File: src/rtl/sb_pkg.sv
// Shared widths and entry layout for the store buffer and its match logic.
package sb_pkg;
  localparam int SB_DATA_W = 32;
  localparam int SB_ADDR_W = 7;
  localparam int SB_WIDX_W = SB_ADDR_W - 2;

  typedef struct packed {
    logic                 valid;
    logic [SB_WIDX_W-1:0] widx;
    logic [SB_DATA_W-1:0] data;
  } sb_entry_t;
endpackage

File: src/rtl/sb_match.sv
// Word-index comparator array with youngest-first priority select relative to the tail.
module sb_match #(
  parameter int DEPTH  = 4,
  parameter int WIDX_W = 5
) (
  input  logic [DEPTH-1:0]             valid,
  input  logic [DEPTH-1:0][WIDX_W-1:0] widx,
  input  logic [WIDX_W-1:0]            key,
  input  logic [$clog2(DEPTH)-1:0]     tail,
  input  logic                         excl_en,
  input  logic [$clog2(DEPTH)-1:0]     excl_idx,
  output logic                         hit,
  output logic [$clog2(DEPTH)-1:0]     idx
);
  localparam int PTR_W = $clog2(DEPTH);

  logic [DEPTH-1:0] match;

  always_comb begin
    match = '0;
    for (int i = 0; i < DEPTH; i++) begin
      match[i] = valid[i] && (widx[i] == key) &&
                 !(excl_en && (excl_idx == PTR_W'(i)));
    end
  end

  // Walk oldest to youngest so the entry just behind the tail wins.
  always_comb begin
    logic [PTR_W-1:0] cand;
    cand = '0;
    hit  = 1'b0;
    idx  = '0;
    for (int k = DEPTH; k >= 1; k--) begin
      cand = tail - PTR_W'(k);
      if (match[cand]) begin
        hit = 1'b1;
        idx = cand;
      end
    end
  end
endmodule

File: src/rtl/store_buffer.sv
// Word-granular store buffer: in-order drain to data memory, store merging,
// and load forwarding of the youngest pending value.
module store_buffer
  import sb_pkg::*;
#(
  parameter int ADDR_W = SB_ADDR_W,
  parameter int DEPTH  = 4,
  parameter int DATA_W = SB_DATA_W
) (
  input  logic                     clk,
  input  logic                     rst,
  input  logic                     st_valid,
  input  logic [ADDR_W-1:0]        st_addr,
  input  logic [DATA_W-1:0]        st_data,
  output logic                     st_stall,
  input  logic                     ld_valid,
  input  logic [ADDR_W-1:0]        ld_addr,
  output logic                     ld_fwd_hit,
  output logic [DATA_W-1:0]        ld_fwd_data,
  input  logic                     drain_en,
  output logic                     dm_we,
  output logic [ADDR_W-1:0]        dm_waddr,
  output logic [DATA_W-1:0]        dm_wdata,
  output logic                     empty,
  output logic [$clog2(DEPTH):0]   count
);
  localparam int PTR_W  = $clog2(DEPTH);
  localparam int CNT_W  = PTR_W + 1;
  localparam int WIDX_W = ADDR_W - 2;
  localparam logic [CNT_W-1:0] FULL = CNT_W'(DEPTH);

  sb_entry_t        entries_q [DEPTH];
  sb_entry_t        entries_d [DEPTH];
  logic [PTR_W-1:0] head_q, head_d, tail_q, tail_d;
  logic [CNT_W-1:0] count_q, count_d;

  logic [DEPTH-1:0]             ent_valid;
  logic [DEPTH-1:0][WIDX_W-1:0] ent_widx;
  logic                         drain, push, merge_hit, m_hit, f_hit;
  logic [PTR_W-1:0]             m_idx, f_idx;

  always_comb begin
    ent_valid = '0;
    ent_widx  = '0;
    for (int i = 0; i < DEPTH; i++) begin
      ent_valid[i] = entries_q[i].valid;
      ent_widx[i]  = entries_q[i].widx;
    end
  end

  // The draining head is excluded so a same-word store lands in a fresh entry
  // rather than into data that is already on its way to memory.
  sb_match #(.DEPTH(DEPTH), .WIDX_W(WIDX_W)) u_merge (
    .valid    (ent_valid),
    .widx     (ent_widx),
    .key      (st_addr[ADDR_W-1:2]),
    .tail     (tail_q),
    .excl_en  (drain),
    .excl_idx (head_q),
    .hit      (m_hit),
    .idx      (m_idx)
  );

  sb_match #(.DEPTH(DEPTH), .WIDX_W(WIDX_W)) u_fwd (
    .valid    (ent_valid),
    .widx     (ent_widx),
    .key      (ld_addr[ADDR_W-1:2]),
    .tail     (tail_q),
    .excl_en  (1'b0),
    .excl_idx (head_q),
    .hit      (f_hit),
    .idx      (f_idx)
  );

  always_comb begin
    drain       = drain_en && (count_q != '0);
    merge_hit   = st_valid && m_hit;
    st_stall    = st_valid && (count_q == FULL) && !merge_hit;
    push        = st_valid && !merge_hit && !st_stall;
    dm_we       = drain;
    dm_waddr    = (count_q != '0) ? {entries_q[head_q].widx, 2'b00} : '0;
    dm_wdata    = (count_q != '0) ? entries_q[head_q].data : '0;
    ld_fwd_hit  = ld_valid && f_hit;
    ld_fwd_data = ld_fwd_hit ? entries_q[f_idx].data : '0;
    empty       = (count_q == '0);
    count       = count_q;
  end

  always_comb begin
    entries_d = entries_q;
    head_d    = head_q;
    tail_d    = tail_q;
    count_d   = count_q + CNT_W'(push) - CNT_W'(drain);
    if (drain) begin
      entries_d[head_q].valid = 1'b0;
      head_d                  = head_q + PTR_W'(1);
    end
    if (merge_hit) begin
      entries_d[m_idx].data = st_data;
    end
    if (push) begin
      entries_d[tail_q].valid = 1'b1;
      entries_d[tail_q].widx  = st_addr[ADDR_W-1:2];
      entries_d[tail_q].data  = st_data;
      tail_d                  = tail_q + PTR_W'(1);
    end
  end

  always_ff @(posedge clk) begin
    if (rst) begin
      head_q  <= '0;
      tail_q  <= '0;
      count_q <= '0;
      for (int i = 0; i < DEPTH; i++) begin
        entries_q[i].valid <= 1'b0;
      end
    end else begin
      head_q    <= head_d;
      tail_q    <= tail_d;
      count_q   <= count_d;
      entries_q <= entries_d;
    end
  end
endmodule

File: config.mk
export PLATFORM = sky130hd
export DESIGN_NAME = store_buffer
export DESIGN_NICKNAME = d
export VERILOG_FILES = /design/src/rtl/sb_pkg.sv /design/src/rtl/sb_match.sv /design/src/rtl/store_buffer.sv
export SDC_FILE = /design/constraint.sdc
export NUM_CORES = 1
export LEC_CHECK = 0
export ABC_AREA = 1
export CAP_MARGIN = 20
export CORE_ASPECT_RATIO = 1.1
export CORE_MARGIN = 4
export CORE_UTILIZATION = 25
export DETAILED_ROUTE_END_ITERATION = 10
export GPL_TIMING_DRIVEN = 0
export PLACE_DENSITY = 0.44
export SYNTH_ARGS = -nofsm -noshare
export SYNTH_HDL_FRONTEND = slang
export SYNTH_HIERARCHICAL = 1
export SYNTH_SLANG_ARGS = --single-unit
File: constraint.sdc
create_clock -name clk -period 8.9 [get_ports clk]
set_input_delay 1.78 -clock clk [delete_from_list [all_inputs] [get_ports clk]]
set_output_delay 1.78 -clock clk [all_outputs]
set_load 0.05 [all_outputs]
==> impl_results.md <==
* Dominant synthesized flop cell: edfxtp_1
* Top-count cell post-synth: nand2_1
* Non-filler cells, final at 2666
* Synth Area in Compound Gates at 11.28%
* EDFF count, synth at 148
* Seq/Total Area, Yosys at 38.28%
* Most common library cells after synthesis: nand2_1 (967), edfxtp_1 (148), inv_1 (134)
* Adder-cell share of the synthesized area at 1.191%
* Pleak at 6.740 nW
* Root Driver: clkbuf_16
* # resized after CTS at 0
* Power per standard cell area at 258.3 nW/um2
* CTS tree: built
* Worst R2R Setup Slack at 4.78 ns
* HPWL after DPL at 40240 um
* Period minus WS final at 7.807 ns
* Met1 Track Usage GR at 27.42%
* Endpoint class of the critical path: output pin
* CTS Hold Bufs at 0
* Die Y at 239.5 um
* Grt ovf at 0
* Netlist cell types at 28
* Top cells by area, synth: edfxtp_1 (36%), nand2_1 (30%), o211ai_1 (7.9%), nand3_1 (4.5%), inv_1 (4.1%)
* Setup crit start: ld_addr[5]
* Synth Area in Simple Gates at 39.07%
* Req. time, crit path at 7.12 ns
* Crit Path Max Fanout at 10
* R2r worst-path depth at 22
* Worst r2r src: count[1]$_SDFF_PP0_
* Core Rows at 84
* Max-slew violation count at 0
* Worst setup SP type: input port
* Vias in the first global route at 12401
* Synth top area share at 36.48%
* Final TNS setup at 0 ns
* Critical path endpoint: ld_fwd_data[11]
* Layout Skew at 0.01359 ns
* First-pass DRT Iterations at 6
* Grt peak-use layer: met2
* I/O pins at 129
* Final Hold Violating Endpoints at 0
* Port bufs at 121
* Post-CTS Setup Bufs at 0
* Initial antenna violation count at 0
* Ys async rst share at 0%
* Status: finished, final reports clean
* Hold WC Path Type: reg2reg
* Share of cells above drive strength 1 at 6.977%
* Routed len/inst at 21.21 um
* Global Route Usage Sum at 21.19%
* H-tree levels at 4
* Multiplexer area fraction after synthesis at 0%
* CTS Buf Count at 17
* Vias per Instance at 4.871
* Mapped Area at 12180 um2
* # diodes at 0
* Max cap viols at 0
* ANT nets after route at 0
* Placed Cells at 2634
* Worst vdd ir at 0.1507 mV
* Drc violations at 0
* Clk_lat worst skew at 0.46 ns
* Clock sink count at 159
* Via count at 12986
* RSZ-0062 raised after global routing: false
* Worst path arrival time at 6.03 ns
* Final nets at 2070
* Die width at 218.5 um
* Synth warn at 6
* Met3 usage at 3.273%
* Cell count after synthesis at 1861
* Reg-to-Reg End: entries_q[42]$_DFFE_PN_
* Number of synthesized register bits at 159
* Rel. slew slack at 30.27%
* Final setup viols at 0
* Tcrit/Tclk final at 87.71%
* Worst Tran Pin Value at 1.046 ns
* Initial Util at 25.37%
* Met2 usage at 35.16%
* Core ar. at 48030 um2
* Layout area overhead at 22.53%
* Largest net degree at the start of global routing at 57
* Global-route wire length before repair at 82080 um
* Clock Pin Slew Worst Setup and Hold Paths at 0.07 ns
* Worst-case clock buffer depth at 2
* XOR/XNOR Fraction of Synth Area at 0.7188%
* Peak Freq at 0.1281 GHz
* Mean area per synthesized cell at 6.547 um2
* Leading area contributor after synthesis: edfxtp_1
* Largest family of logic cells by synthesized area: simple AND/OR/NAND/NOR gates
* Die Area at 52340 um2
* Final GP Congestion at 0.8974
* Critical path class: in2out
* WL final at 56550 um
* Number of DRC markers in iteration 0 at 1153
[metrics by stage]
| step | setup slack [ns] | util, % | cell area, um2 | hold slack (ns) | total power (W) |
|---|---|---|---|---|---|
| final | 1.093 | 31.08 | 14930 | 0.5054 | 0.003856 |
| after global routing | 0.9446 | 31.08 | 14930 | 0.5197 | 0.004039 |
| after CTS | 1.179 | 31.08 | 14930 | 0.5102 | 0.003859 |
| after detailed placement | 1.180 | 29.73 | 14280 | 0.4989 | 0.002995 |
| after global placement | -1.139 | 29.61 | 14220 | 0.4925 | 0.002986 |
| after floorplan | 2.478 | - | 12200 | 0.4559 | 0.002255 |
[worst min-delay path by stage]
stage	start	endpoint	cells after the start
detailed placement	ent_valid[2]$_SDFF_PP0_	ent_valid[2]$_SDFF_PP0_	2
finish	ent_valid[2]$_SDFF_PP0_	ent_valid[2]$_SDFF_PP0_	2
global route	ent_valid[2]$_SDFF_PP0_	ent_valid[2]$_SDFF_PP0_	2
global placement	ent_valid[2]$_SDFF_PP0_	ent_valid[2]$_SDFF_PP0_	2
floorplan	ent_valid[1]$_SDFF_PP0_	ent_valid[1]$_SDFF_PP0_	2
CTS	ent_valid[2]$_SDFF_PP0_	ent_valid[2]$_SDFF_PP0_	2
[area by class of cell]
| class | instances | area (um2) |
|---|---|---|
| fillers | 5303 | 33100 |
| multi-input cells | 1438 | 6390 |
| flip-flops and latches | 159 | 4664 |
| repair buffers | 123 | 1266 |
| well taps | 645 | 807.0 |
| inverters | 152 | 598.1 |
| plain buffers | 117 | 554.3 |
| clock buffers | 18 | 429.2 |
| clock inverters | 14 | 220.2 |
[layout by cell type, fill, tap and decap left out]
cell type,n
a21oi_1,71
buf_1,12
buf_16,2
buf_2,50
buf_4,13
bufinv_16,6
bufinv_8,2
clkbuf_1,42
clkbuf_16,17
clkbuf_4,1
clkdlybuf4s50_1,121
clkinv_1,6
clkinv_2,2
clkinvlp_4,2
conb_1,6
dfxtp_1,11
edfxtp_1,148
fa_1,1
ha_1,10
inv_1,134
inv_2,14
nand2_1,967
nand2_2,21
nand2_4,2
nand3_1,110
nand3_2,2
nand3b_1,2
nand4_1,4
nor2_1,86
nor2_2,7
o211ai_1,128
o21ai_0,10
o21bai_1,1
xnor2_1,2
xor2_1,8
[power breakdown]
part           switching (W)  leakage (nW)  internal (W)
logic                0.00136          4.89      0.000550
clock network       0.000339         0.310      0.000521
registers           0.000107          1.54      0.000977
total                0.00181          6.74       0.00205
[layer usage]
layer	vias up	wire length, um	part of all wire [%]
met1	6031	23720	42
met3	118	3882	6.9
met2	581	26640	47
met4	0	2306	4.1
li1	6256	-	-
met5	-	0	0
[worst max-delay path, cell delays in order]
cell	delay, ns
clkdlybuf4s50_1	0.52
inv_2	0.13
nand2_1	0.06
nand2_1	0.06
nand2_1	0.05
nor2_1	0.14
nand3_1	0.09
nand2_1	0.15
nand2_1	0.11
nand2_1	0.08
nand2_1	0.04
nand3_1	0.06
nand2_1	0.05
clkbuf_1	0.25
inv_1	0.31
clkbuf_1	0.65
o211ai_1	0.18
a21oi_1	0.39
clkdlybuf4s50_1	0.90
[state kept, by name, indices dropped and copies added, names as in the netlist]
signal	count
tail_q	2
head_q	2
ent_valid	4
ent_widx	20
entries_q	128
count	3
[cell families (layout without fill, tap and decap cells)]
family          Yosys count  count (layout)
flops                   159             159
compound gates          210             210
xor+xnor                 10              10
simple gates           1201            1201
fa+ha+maj                11              11
other cells               1               6
buf+inv                 269             424
(Power assumes the default switching activity.)
